$ cat config.mk
export PLATFORM = sky130hd
export DESIGN_NAME = uart_tx_buffer
export DESIGN_NICKNAME = d
export VERILOG_FILES = /design/src/rtl/uart_pkg.sv /design/src/rtl/uart_byte_fifo.sv /design/src/rtl/uart_tx_buffer.sv
export SDC_FILE = /design/constraint.sdc
export NUM_CORES = 1
export LEC_CHECK = 0
export CAP_MARGIN = 30
export CORE_UTILIZATION = 64
export DETAILED_ROUTE_END_ITERATION = 10
export DONT_BUFFER_PORTS = 1
export GPL_TIMING_DRIVEN = 0
export PLACE_DENSITY = 0.79
export SETUP_SLACK_MARGIN = 0.05
export SYNTH_ARGS = -nofsm -noshare
export SYNTH_HDL_FRONTEND = slang
export SYNTH_SLANG_ARGS = --single-unit
$ cat constraint.sdc
create_clock -name uart_clk_in -period 4.3 [get_ports uart_clk_in]
set_clock_uncertainty 0.1 [all_clocks]
set_input_delay 0.86 -clock uart_clk_in [delete_from_list [all_inputs] [get_ports uart_clk_in]]
set_output_delay 0.86 -clock uart_clk_in [all_outputs]
set_load 0.005 [all_outputs]
$ cat src/rtl/uart_pkg.sv
// Shared constants, frame timing helper and scheduler state encoding
// for the UART transmit buffer.
package uart_pkg;

    // Start bit + 8 data bits + 1 stop bit.
    localparam int unsigned FRAME_BITS = 10;

    typedef enum logic [1:0] {
        ST_IDLE = 2'd0,
        ST_SEND = 2'd1,
        ST_HOLD = 2'd2
    } tx_state_e;

    function automatic int unsigned frame_cycles(
        input int unsigned clk_freq,
        input int unsigned baud,
        input int unsigned guard
    );
        return (clk_freq / baud) * (FRAME_BITS + guard);
    endfunction

endpackage

$ cat src/rtl/uart_byte_fifo.sv
// Synchronous show-ahead byte FIFO: head byte is visible on rd_data_o
// whenever the FIFO is non-empty; rd_i pops it on the next edge.
module uart_byte_fifo #(
    parameter int DEPTH = 16
) (
    input  logic                     clk_i,
    input  logic                     rst_i,
    input  logic                     wr_i,
    input  logic [7:0]               wr_data_i,
    input  logic                     rd_i,
    output logic [7:0]               rd_data_o,
    output logic                     full_o,
    output logic                     empty_o,
    output logic [$clog2(DEPTH):0]   level_o
);

    localparam int AW = $clog2(DEPTH);
    localparam int LW = AW + 1;

    logic [7:0]    mem_q [DEPTH];
    logic [AW-1:0] wptr_q, wptr_d;
    logic [AW-1:0] rptr_q, rptr_d;
    logic [LW-1:0] level_q, level_d;
    logic          wr_ok;
    logic          rd_ok;

    assign full_o    = (level_q == LW'(DEPTH));
    assign empty_o   = (level_q == '0);
    assign level_o   = level_q;
    assign rd_data_o = mem_q[rptr_q];

    // Fullness is judged on the registered level, so a pop never frees
    // a slot for a write in the same cycle.
    assign wr_ok = wr_i && !full_o;
    assign rd_ok = rd_i && !empty_o;

    always_comb begin
        wptr_d  = wptr_q;
        rptr_d  = rptr_q;
        level_d = level_q;
        if (wr_ok) begin
            wptr_d = wptr_q + 1'b1;
        end
        if (rd_ok) begin
            rptr_d = rptr_q + 1'b1;
        end
        unique case ({wr_ok, rd_ok})
            2'b10:   level_d = level_q + 1'b1;
            2'b01:   level_d = level_q - 1'b1;
            default: level_d = level_q;
        endcase
    end

    always_ff @(posedge clk_i) begin
        if (rst_i) begin
            wptr_q  <= '0;
            rptr_q  <= '0;
            level_q <= '0;
        end else begin
            wptr_q  <= wptr_d;
            rptr_q  <= rptr_d;
            level_q <= level_d;
        end
    end

    always_ff @(posedge clk_i) begin
        if (rst_i) begin
            for (int i = 0; i < DEPTH; i++) begin
                mem_q[i] <= '0;
            end
        end else if (wr_ok) begin
            mem_q[wptr_q] <= wr_data_i;
        end
    end

endmodule

$ cat src/rtl/uart_tx_buffer.sv
// Byte FIFO plus frame-pacing scheduler feeding uart_controller's TX side;
// enable pulses are spaced exactly one frame time apart.
module uart_tx_buffer
    import uart_pkg::*;
#(
    parameter logic [31:0] CLK_FREQ   = 32'd50_000_000,
    parameter logic [31:0] UART_BAUD  = 32'd115200,
    parameter int          FIFO_DEPTH = 16,
    parameter int          STOP_GUARD = 1
) (
    input  logic                          uart_clk_in,
    input  logic                          reset,
    input  logic [7:0]                    wr_data,
    input  logic                          wr_en,
    output logic                          fifo_full,
    output logic                          fifo_empty,
    output logic [$clog2(FIFO_DEPTH):0]   fifo_level,
    output logic                          overflow,
    input  logic                          clr_overflow,
    output logic                          tx_busy,
    output logic [7:0]                    uart_tx_data,
    output logic                          uart_tx_enable
);

    localparam int unsigned FRAME_CYCLES =
        frame_cycles(CLK_FREQ, UART_BAUD, STOP_GUARD);
    localparam int CNT_W = $clog2(FRAME_CYCLES + 1);
    // IDLE(pop) + SEND + HOLD span one frame, so HOLD lasts FRAME_CYCLES-2.
    localparam logic [CNT_W-1:0] CNT_LOAD = CNT_W'(FRAME_CYCLES - 3);

    tx_state_e      state_q, state_d;
    logic [CNT_W-1:0] cnt_q, cnt_d;
    logic [7:0]     data_q, data_d;
    logic           en_q, en_d;
    logic           ovf_q, ovf_d;
    logic           pop;
    logic [7:0]     head;

    uart_byte_fifo #(
        .DEPTH(FIFO_DEPTH)
    ) u_fifo (
        .clk_i     (uart_clk_in),
        .rst_i     (reset),
        .wr_i      (wr_en),
        .wr_data_i (wr_data),
        .rd_i      (pop),
        .rd_data_o (head),
        .full_o    (fifo_full),
        .empty_o   (fifo_empty),
        .level_o   (fifo_level)
    );

    assign overflow       = ovf_q;
    assign tx_busy        = (state_q != ST_IDLE);
    assign uart_tx_data   = data_q;
    assign uart_tx_enable = en_q;

    always_comb begin
        state_d = state_q;
        cnt_d   = cnt_q;
        data_d  = data_q;
        en_d    = 1'b0;
        pop     = 1'b0;
        unique case (state_q)
            ST_IDLE: begin
                if (!fifo_empty) begin
                    pop     = 1'b1;
                    data_d  = head;
                    en_d    = 1'b1;
                    state_d = ST_SEND;
                end
            end
            ST_SEND: begin
                cnt_d   = CNT_LOAD;
                state_d = ST_HOLD;
            end
            ST_HOLD: begin
                if (cnt_q == '0) begin
                    state_d = ST_IDLE;
                end else begin
                    cnt_d = cnt_q - 1'b1;
                end
            end
            default: state_d = ST_IDLE;
        endcase
    end

    // A dropped write outranks a simultaneous clear.
    always_comb begin
        ovf_d = ovf_q;
        if (wr_en && fifo_full) begin
            ovf_d = 1'b1;
        end else if (clr_overflow) begin
            ovf_d = 1'b0;
        end
    end

    always_ff @(posedge uart_clk_in) begin
        if (reset) begin
            state_q <= ST_IDLE;
            cnt_q   <= '0;
            data_q  <= '0;
            en_q    <= 1'b0;
            ovf_q   <= 1'b0;
        end else begin
            state_q <= state_d;
            cnt_q   <= cnt_d;
            data_q  <= data_d;
            en_q    <= en_d;
            ovf_q   <= ovf_d;
        end
    end

endmodule
== Word-level counts from Yosys, hierarchy flattened ==
Memories as Yosys holds them, arrays and structs flattened. A register that Yosys moved wholly into a read port is not among the register bits.
Index checks and enable logic that the tools add are counted.

* Input port bits: 12
* Memories kept: 1
* Register bits: 30
* Output and inout bits: 18
* Bits in writable memories: 128

* Bitwise operators: 1
* Mux-type cells: 18
* Reductions and logical operators: 16
* $add $sub $neg: 5
* Eq/ne operators: 8

{| class="wikitable"
|+ Memories
! memory !! words !! width !! rd ports !! clocked after memory_dff !! write ports !! RTL line !! RTL
|-
| u_fifo.mem_q || 16 || 8 || 1 || 1 || 16 || uart_byte_fifo.sv:20 || <nowiki>logic [7:0] mem_q [DEPTH];</nowiki>
|}

{| class="wikitable"
|+ Operator list
! operator !! count
|-
| $pmux W13 S2 || 1
|-
| $logic_not A13 Y1 || 1
|-
| $mux W13 || 1
|-
| $sub A13 B1 Y13 const B || 1
|-
| $mux W1 || 10
|-
| $pmux W5 S2 || 1
|-
| $add A4 B1 Y4 const B || 2
|-
| $mux W8 || 1
|-
| $reduce_bool A2 Y1 || 4
|-
| $reduce_or A8 Y1 || 1
|-
| $ne A2 B2 Y1 const B || 3
|-
| $pmux W2 S3 || 1
|-
| $reduce_and A2 Y1 || 3
|-
| $add A5 B1 Y5 const B || 1
|-
| $eq A5 B5 Y1 const B || 1
|-
| $logic_not A5 Y1 || 1
|-
| $sub A5 B1 Y5 const B || 1
|-
| $eq A2 B1 Y1 const B || 2
|-
| $eq A2 B2 Y1 const B || 2
|-
| $mux W2 || 2
|-
| $mux W4 || 1
|-
| $logic_and A1 B1 Y1 || 3
|-
| $logic_not A1 Y1 || 2
|-
| $logic_not A2 Y1 || 1
|-
| $not A1 Y1 || 1
|}

== Logic depth before layout (Yosys ltp) ==
Gate-level depths: netlist (run 1).

* Depth in word-level cells: 8
* Gate-level depth with buffers: 13
* Depth with buffers taken out: 10

== By module ==
A second synthesis (run 1) with hierarchy kept.

* Cell total of the unflattened synthesis: 632
* Area, all modules: 7,728.7 µm²

{| class="wikitable"
|+ Modules (own cells, without submodules)
! module !! area each (µm²) !! cells each !! sequential area each (µm²) !! instances
|-
| uart_byte_fifo || 6,598.8 || 501 || 4,184.0 || 1
|-
| uart_tx_buffer || 1,129.8 || 131 || 500.5 || 1
|}

== Worst setup path before layout (run 1) ==
Ideal clock, no wire load.

* Path type: reg-to-reg
* Start: reg u_fifo.level_q[1], in the netlist u_fifo.level_o[1]
* End: reg u_fifo.level_q[2], in the netlist u_fifo.level_o[2]
* Slack: 1.253 ns
* Library setup time: 0.070 ns
* Required time: 4.130 ns
* Cell stages (with the launch flop): 14
* Data arrival time: 2.877 ns
* Clock period less this slack: 3.047 ns
* Cell sequence: dfxtp_1 buf_2 or4_1 buf_2 o21ai_4 buf_6 ha_1 clkbuf_1 xor2_1 ha_1 a21oi_1 xnor2_1 or3_1 a21oi_1

* Word-level cells in the longest chain between the ends: 6
* Elaborated cells on any way between the ends: 14
* Classes of those cells: add/sub: 2; eq/ne: 3; mux: 3; reduce/logical: 6

{| class="wikitable"
|+ Ends and longest elaborated chain
! item !! RTL line !! RTL
|-
| start, declared || uart_byte_fifo.sv:23 || <nowiki>logic [LW-1:0] level_q, level_d;</nowiki>
|-
| start signal, assigned || uart_byte_fifo.sv:62 || <nowiki>level_q <= level_d;</nowiki>
|-
| $logic_not A5 Y1 || uart_byte_fifo.sv:28 || <nowiki>assign empty_o = (level_q == '0);</nowiki>
|-
| $mux W1 || uart_tx_buffer.sv:66 || <nowiki>if (!fifo_empty) begin</nowiki>
|-
| $mux W1 || - ||
|-
| $logic_and A1 B1 Y1 || uart_byte_fifo.sv:35 || <nowiki>assign rd_ok = rd_i && !empty_o;</nowiki>
|-
| $eq A2 B1 Y1 / $eq A2 B2 Y1 (equally long branches) || uart_byte_fifo.sv:47 || <nowiki>unique case ({wr_ok, rd_ok})</nowiki>
|-
| $pmux W5 S2 / $reduce_bool A2 Y1 (equally long branches) || - ||
|}

Several ways; a longest one is shown, not always the timed one.
A chain may end at the register's enable or synchronous reset.

== Final worst setup path (run 1) ==
Ends and elaborated chain as after synthesis.

==> qor.csv, run 1 <==
metric;value;unit
status;finished clean;
start_util;0.659;
wirelength;18.3;mm
cts-hold-fix-buffers;0;
synth-async-reset-ratio;0;
critical_path_class;reg -> reg;
postCtsSetupRepairBufs;0;
internal_power;0.00338;W
cts_buffers;17;
postSynthAreaPerCell;13.2;µm²
final_antenna_net_count;0;
p_per_area;564;nW/µm²
gr-total-overflow;0;
path_clk_slew;60;ps
hold_viol_final;0;
port_buffers;0;
viasPerCell;6.26;
rows;40;
fin_ws;873;ps
end_kind;flop;
slew_violations;0;
fin_crit_sh;0.797;
num_antenna_cells;0;
die_h;113;µm
p_comb_frac;0.281;
switching_power;0.00157;W
critPathMaxStageDelay;490;ps
antenna_found_initial;0;
synth-main-ff-cell;edfxtp_1;
cp_data_arrival_time;3690;ps
relSlewSlack;0.340;
syn_inst;600;
clk-insertion-delay-late;430;ps
clock_path_buffers;2;
firstDrtPassIters;4;
setup-tns-final;0;ps
post-place-ws;920;ps
htree_num_levels;4;
setup_violations;0;
worstPathRequired;4560;ps
start_kind;flop;
synth_area_leaders;edfxtp_1, and2_1, dfxtp_1;
ys_top_cells_by_count;and2_1, edfxtp_1, dfxtp_1, mux4_2, clkbuf_1;
synth_cell_types;55;
drv_cap;0;
path_cells;buf_2, or4_1, buf_2, o21ai_4, buf_6, ha_1, clkbuf_1, xor2_1, ha_1, a21oi_1, xnor2_1, or3_1, a21oi_1;
clkPwrFrac;0.308;
synth_seq_cells;166;
ys_seq_area_frac;0.579;
hpwlAfterDp;12.5;mm
rsz0062_at_grt;false;
grt_pass1_vias;5085;
p_sw_frac;0.317;
layout-drive-gt1-share;0.165;
fin_crit;3430;ps
dr_total_vias;5042;
leakagePower;3.17;nW
pwr-share-seq;0.411;
cts_num_sinks;166;
crit_fanout;11;
cts_resized;0;
drt_iter0_markers;499;
synth_fp_nets;623;
gp_congestion;0.860;
yosysWarnings;0;
hp-class;reg -> reg;
route.detailed.drc;0;
tightest_slew;983;ps
cts_tree;built;
max_freq;292;MHz
yosysTopAreaCell;edfxtp_1;
nets;648;
fp.dieW;113;µm
grt_use_total;0.309;
synth-edff-count;128;
grt_pass1_wl;28.4;mm
area_growth;10.6;%
dieArea;12900;µm²
clockRootBuffer;clkbuf_16;
peakVddDrop;334;µV
num_io_pins;30;
core-area;12100;µm²
wl_per_cell;22.7;µm
synth_area;7950;µm²
yosysTopAreaCellShare;0.484;
grt_max_degree;17;
crit_slowest_cell;or4_1;
flip-flops by register name, indices dropped and copies added, names as in the netlist:
name            cells
uart_tx_data        8
state_q             2
uart_tx_enable      1
u_fifo.level_o      5
u_fifo.rptr_q       4
cnt_q              13
overflow            1
u_fifo.wptr_q       4
u_fifo.mem_q      128
logic make-up after synthesis:
| logic type | count (synthesis) | synth area share |
|---|---|---|
| AOI/OAI and AO/OA | 59 | 0.0551 |
| DFF | 166 | 0.579 |
| buffers and inverters | 51 | 0.0274 |
| muxes | 51 | 0.115 |
| xor gates and xnor gates | 9 | 0.00992 |
| and+or+nand+nor | 253 | 0.196 |
| adders and majority gates | 11 | 0.0173 |
power by group through the flow:
| stage | clock (W) | combinational [W] | sequential, W |
|---|---|---|---|
| 2_1_floorplan | 0 | 0.00107 | 0.00202 |
| 3_3_place_gp | 0 | 0.00132 | 0.00205 |
| 3_5_place_dp | 0 | 0.00138 | 0.00207 |
| 4_1_cts | 0.00154 | 0.00139 | 0.00203 |
| 5_1_grt | 0.00159 | 0.00154 | 0.00205 |
| 6_report | 0.00153 | 0.00139 | 0.00204 |
metrics by stage:
step / util / total power (W) / hold WS (ps) / cells / instance area (µm²)
CTS: 0.729 / 0.00496 / 416 / 806 / 8790
global route: 0.729 / 0.00518 / 445 / 806 / 8790
detailed placement: 0.680 / 0.00345 / 405 / 774 / 8200
global placement: 0.676 / 0.00337 / 394 / 768 / 8160
finish: 0.729 / 0.00496 / 418 / 806 / 8790
floorplan: - / 0.00309 / 374 / 600 / 7950
cell usage in the layout (no fill, tap or decap), types with 4 or more instances in the layout:
| cell | instances |
|---|---|
| a31oi_1 | 4 |
| nand3b_1 | 8 |
| o221ai_1 | 9 |
| edfxtp_1 | 128 |
| mux4_2 | 32 |
| or3_1 | 6 |
| inv_1 | 13 |
| nand2_1 | 11 |
| or2_1 | 7 |
| or4_1 | 5 |
| and2_1 | 128 |
| ha_1 | 11 |
| o211ai_1 | 9 |
| nand2b_1 | 9 |
| clkbuf_16 | 17 |
| dfxtp_1 | 38 |
| nor2b_1 | 5 |
| buf_2 | 14 |
| a211o_1 | 4 |
| mux2i_1 | 19 |
| a21oi_1 | 12 |
| or2_2 | 12 |
| nor3_1 | 8 |
| clkbuf_1 | 28 |
| nor3_2 | 7 |
| xor2_1 | 6 |
| nor2_1 | 21 |
| nor4_1 | 7 |
cell type report:
| cell class | instances | area, µm² |
|---|---|---|
| Buffer | 38 | 169 |
| Clock buffer | 19 | 433 |
| Clock inverter | 13 | 154 |
| Fill cell | 797 | 3270 |
| Inverter | 13 | 48.8 |
| Multi-Input combinational cell | 383 | 3140 |
| Sequential cell | 166 | 4600 |
| Tap cell | 168 | 210 |
| Timing Repair Buffer | 6 | 32.5 |
worst max-delay path: cells and delay by family, from the launching register on:
family	cells	cell delay [ps]
buffers and inverters	4	890
AND/OR/NAND/NOR	2	800
AO/OA/AOI/OAI	3	590
adder cells (fa/ha/maj)	2	410
flip-flops	1	320
XOR/XNOR	2	240
path summary, 6_finish.rpt:
| path | slack [ps] | depth (start not counted) | to | from |
|---|---|---|---|---|
| worst max-delay path | 870 | 13 | u_fifo.level_o[2]$_SDFFE_PP0P_ | u_fifo.level_o[1]$_SDFFE_PP0P_ |
| worst max register to register | 870 | 13 | u_fifo.level_o[2]$_SDFFE_PP0P_ | u_fifo.level_o[1]$_SDFFE_PP0P_ |
| worst min register to register | 420 | 2 | cnt_q[11]$_SDFFE_PP0P_ | cnt_q[11]$_SDFFE_PP0P_ |
| worst min-delay path | 420 | 2 | cnt_q[11]$_SDFFE_PP0P_ | cnt_q[11]$_SDFFE_PP0P_ |
metal layers:
metal / up-vias / GRT usage / share of wire
met1: 2527 / 0.399 / 0.40
met5: - / 0 / 0
li1: 2290 / - / -
met4: 0 / 0.129 / 0.027
met2: 191 / 0.519 / 0.51
met3: 34 / 0.0606 / 0.063
No activity file was read; power rests on OpenSTA's default activity.
==> inputs of run 2 (changes only) <==
clock period = 3.45 ns   (was 4.3 ns; I/O delays follow)
==> run 2 against run 1 <==
Net effect:
- total power up 25%
- critical path depth shrank 2
- first-iteration DRC count shrank 18%
- final cell count is 0.12% higher
- non-clock buffer count increased by 1
- critical endpoint is now u_fifo.level_o[4]$_SDFFE_PP0P_
- cell area grew 0.14%
- fmax rose by 7.4%
==> qor.csv, run 2 (same netlist as run 1, synthesis figures left out) <==
metric;value;unit
crit_start;u_fifo.level_o[1]$_SDFFE_PP0P_;
r2r_start;u_fifo.level_o[1]$_SDFFE_PP0P_;
min_from;wr_en;
total_power;0.00619;W
cts_tree;built;
clockRootBuffer;clkbuf_16;
wl_per_cell;22.6;µm
final_cell_area;8800;µm²
core-area;12100;µm²
htree_num_levels;4;
peakVddDrop;414;µV
dieArea;12900;µm²
grt_max_degree;17;
die_h;113;µm
critical_path_class;reg -> reg;
worstPathRequired;3720;ps
fp.dieW;113;µm
hp-class;in -> reg;
grt_use_total;0.309;
max_freq;313;MHz
clk-insertion-delay-late;420;ps
tightest_slew;975;ps
post-place-ws;70.2;ps
antenna_found_initial;0;
gr-total-overflow;0;
start_kind;flop;
status;finished clean;
largest-register;u_fifo.mem_q;
num_antenna_cells;0;
firstDrtPassIters;5;
cts_buffers;17;
dr_total_vias;5058;
slew_violations;0;
nFillCells;795;
grt_pass1_vias;5083;
gp_congestion;0.860;
route.detailed.drc;0;
drt_iter0_markers;409;
cts_num_sinks;166;
fin_crit_sh;0.925;
setup-tns-final;0;ps
grt_pass1_wl;28.4;mm
fin_ws;258;ps
largest_register_ffs;128;
hold_viol_final;0;
rsz0062_at_grt;false;
rows;40;
path_clk_slew;60;ps
crit_fanout;11;
setup_violations;0;
end_kind;flop;
final_antenna_net_count;0;
cp_data_arrival_time;3460;ps
layout-drive-gt1-share;0.171;
clock_path_buffers;2;
viasPerCell;6.27;
start_util;0.659;
relSlewSlack;0.350;
dpl_cell_area;8200;µm²
wirelength;18.3;mm
leakagePower;3.18;nW
area_growth;10.8;%
p_per_area;703;nW/µm²
hpwlAfterDp;12.5;mm
nets;649;
cts-hold-fix-buffers;0;
fin_crit;3190;ps
drv_cap;0;
port_buffers;0;
final_cell_mix;and2_1, edfxtp_1, dfxtp_1;
num_io_pins;30;
==> run 2: changes by cell type in the layout (fill, tap and decap cells not counted) <==
cell      delta
o21ai_1      -1
o21ai_2      +1
buf_4        +1
clkbuf_2     +1
inv_2        +1
inv_1        -1
clkbuf_1     -1
==> run 2: final cells by class <==
type | count | area (µm²) | share of cell area
well taps | 168 | 210 | 0.0239
flip-flops and latches | 166 | 4600 | 0.523
multi-input cells | 383 | 3140 | 0.357
repair buffers | 7 | 40.0 | 0.00455
inverters | 13 | 48.8 | 0.00554
clock inverters | 13 | 154 | 0.0175
plain buffers | 38 | 170 | 0.0193
clock buffers | 19 | 433 | 0.0492
==> run 2: repair_timing <==
item / in CTS / in global routing
resized for setup: 1 / 2
buffers inserted: 0 / 1
setup endpoints to repair: 1 / 2
pin swaps: 0 / 1
==> run 2: power breakdown <==
group          internal [W]  leakage [nW]  switching, W
logic              0.000727          1.26       0.00102
clock network       0.00113         0.283      0.000770
registers           0.00236          1.63      0.000177
==> run 2: worst max-delay path, cell delays in order, from the launching register on <==
cell	delay, ps
dfxtp_1	320
buf_2	160
or4_1	490
buf_2	200
o21ai_4	190
buf_6	190
ha_1	240
clkbuf_1	230
or4b_2	690
a21oi_1	160
a31oi_1	60
nand3_1	100
==> run 2: worst paths after layout <==
path	end	slack, ps	cells after the start
setup / recovery	u_fifo.level_o[4]$_SDFFE_PP0P_	260	11
hold / removal	overflow$_SDFFE_PP0P_	310	2
setup reg to reg	u_fifo.level_o[4]$_SDFFE_PP0P_	260	11
hold reg to reg	cnt_q[11]$_SDFFE_PP0P_	430	2
==> run 2: metrics by stage <==
step                      cells  hold slack, ps  utilization
after floorplan             600             374            -
after global placement      768             394        0.676
after detailed placement    774             405        0.680
after CTS                   806             304        0.729
after global routing        807             325        0.730
final                       807             312        0.730
==> run 2: routing by layer <==
metal,part of all wire,global-route usage,vias to the layer above,wire length (µm)
met5,0,0,-,0
met4,0.026,0.129,0,467
met3,0.066,0.0606,35,1200
met2,0.51,0.519,187,9410
met1,0.39,0.398,2540,7190
li1,-,-,2296,-
==> inputs of run 3 (changes only) <==
SKIP_CTS_REPAIR_TIMING = 1   (was not set)
==> run 3 against run 2 <==
Net effect:
- fmax up 0.38%
- clock power barely moved
- die area did not move
- critical path type unchanged
- largest power group unchanged
==> qor.csv, run 3 (same netlist as run 1, synthesis figures left out) <==
metric;value;unit
status;finished clean;
hpwlAfterDp;12.5;mm
start_util;0.659;
cp_data_arrival_time;3450;ps
max_freq;314;MHz
path_clk_slew;60;ps
largest-register;u_fifo.mem_q;
fp.dieW;113;µm
layout-drive-gt1-share;0.171;
cts_tree;built;
clockRootBuffer;clkbuf_16;
multiInputGateArea;3140;µm²
setup_violations;0;
cts_num_sinks;166;
grt_pass1_vias;5085;
switching_power;0.00196;W
drt_iter0_markers;415;
p_comb_frac;0.282;
dr_total_vias;5070;
p_sw_frac;0.317;
pwr-share-seq;0.411;
clkPwrFrac;0.308;
final_antenna_net_count;0;
setup.worst_path.end;u_fifo.level_o[4]$_SDFFE_PP0P_;
end_kind;flop;
rows;40;
post-route-util;0.730;
hp-class;in -> reg;
cts_buffers;17;
gr-total-overflow;0;
wirelength;18.3;mm
critical_path_class;reg -> reg;
port_buffers;0;
worstPathRequired;3720;ps
wl_per_cell;22.7;µm
fin_ws;270;ps
num_antenna_cells;0;
crit_start;u_fifo.level_o[1]$_SDFFE_PP0P_;
htree_num_levels;4;
num_io_pins;30;
register_area;4600;µm²
core-area;12100;µm²
nFillCells;795;
setup-tns-final;0;ps
start_kind;flop;
final_cell_mix;and2_1, edfxtp_1, dfxtp_1;
ff2ff_path_depth;11;
crit_fanout;11;
firstDrtPassIters;5;
antenna_found_initial;0;
drv_cap;0;
post-place-ws;70.2;ps
slew_violations;0;
clk-insertion-delay-late;430;ps
min_from;wr_en;
grt_max_degree;17;
grt_pass1_wl;28.4;mm
gp_congestion;0.860;
die_h;113;µm
viasPerCell;6.28;
internal_power;0.00423;W
dieArea;12900;µm²
tightest_slew;963;ps
leakagePower;3.18;nW
fin_crit;3180;ps
r2r_end;u_fifo.level_o[4]$_SDFFE_PP0P_;
grt_use_total;0.309;
largest_register_ffs;128;
peakVddDrop;414;µV
relSlewSlack;0.353;
clock_path_buffers;2;
rsz0062_at_grt;false;
r2r_start;u_fifo.level_o[1]$_SDFFE_PP0P_;
p_per_area;703;nW/µm²
hold_viol_final;0;
nets;649;
r2r_slack;270;ps
whs_path_depth;2;
fin_crit_sh;0.922;
route.detailed.drc;0;
area_growth;10.8;%
-- run 3: worst max-delay path, stage by stage (launching register included) --
cell	delay, ps
dfxtp_1	320
buf_2	170
or4_1	490
buf_2	200
o21ai_4	190
buf_6	190
ha_1	240
clkbuf_1	230
or4b_2	680
a21oi_1	150
a31oi_1	50
nand3_1	100
-- run 3: metrics by stage --
step / std cells / hold slack, ps / power [W] / cell area, µm²
floorplan: 600 / 374 / 0.00385 / 7950
global placement: 768 / 394 / 0.00420 / 8160
detailed placement: 774 / 405 / 0.00430 / 8200
CTS: 806 / 304 / 0.00618 / 8790
global route: 807 / 325 / 0.00647 / 8800
finish: 807 / 312 / 0.00619 / 8800
-- run 3: routing by layer --
metal	global-route usage	wire length, µm
met1	0.399	7150
met2	0.519	9410
met3	0.0606	1250
met4	0.129	475
met5	0	0
-- run 3: how the worst min path moves through the flow --
stage | end | slack [ps]
after floorplan | cnt_q[8]$_SDFFE_PP0P_ | 370
after global placement | cnt_q[12]$_SDFFE_PP0P_ | 390
after detailed placement | cnt_q[12]$_SDFFE_PP0P_ | 410
after CTS | overflow$_SDFFE_PP0P_ | 300
after global routing | overflow$_SDFFE_PP0P_ | 330
final | overflow$_SDFFE_PP0P_ | 310
-- run 3: area by class of cell --
cell class | count | area share
inverters | 13 | 0.00554
multi-input cells | 383 | 0.357
clock buffers | 19 | 0.0492
well taps | 168 | 0.0239
flip-flops and latches | 166 | 0.523
clock inverters | 13 | 0.0175
repair buffers | 7 | 0.00455
plain buffers | 38 | 0.0193
-- run 3: power by group through the flow --
stage	Combinational (W)	Sequential, W	Clock, W
2_1_floorplan	0.00133	0.00252	0
3_3_place_gp	0.00164	0.00256	0
3_5_place_dp	0.00172	0.00258	0
4_1_cts	0.00173	0.00253	0.00191
5_1_grt	0.00192	0.00256	0.00198
6_report	0.00174	0.00254	0.00190
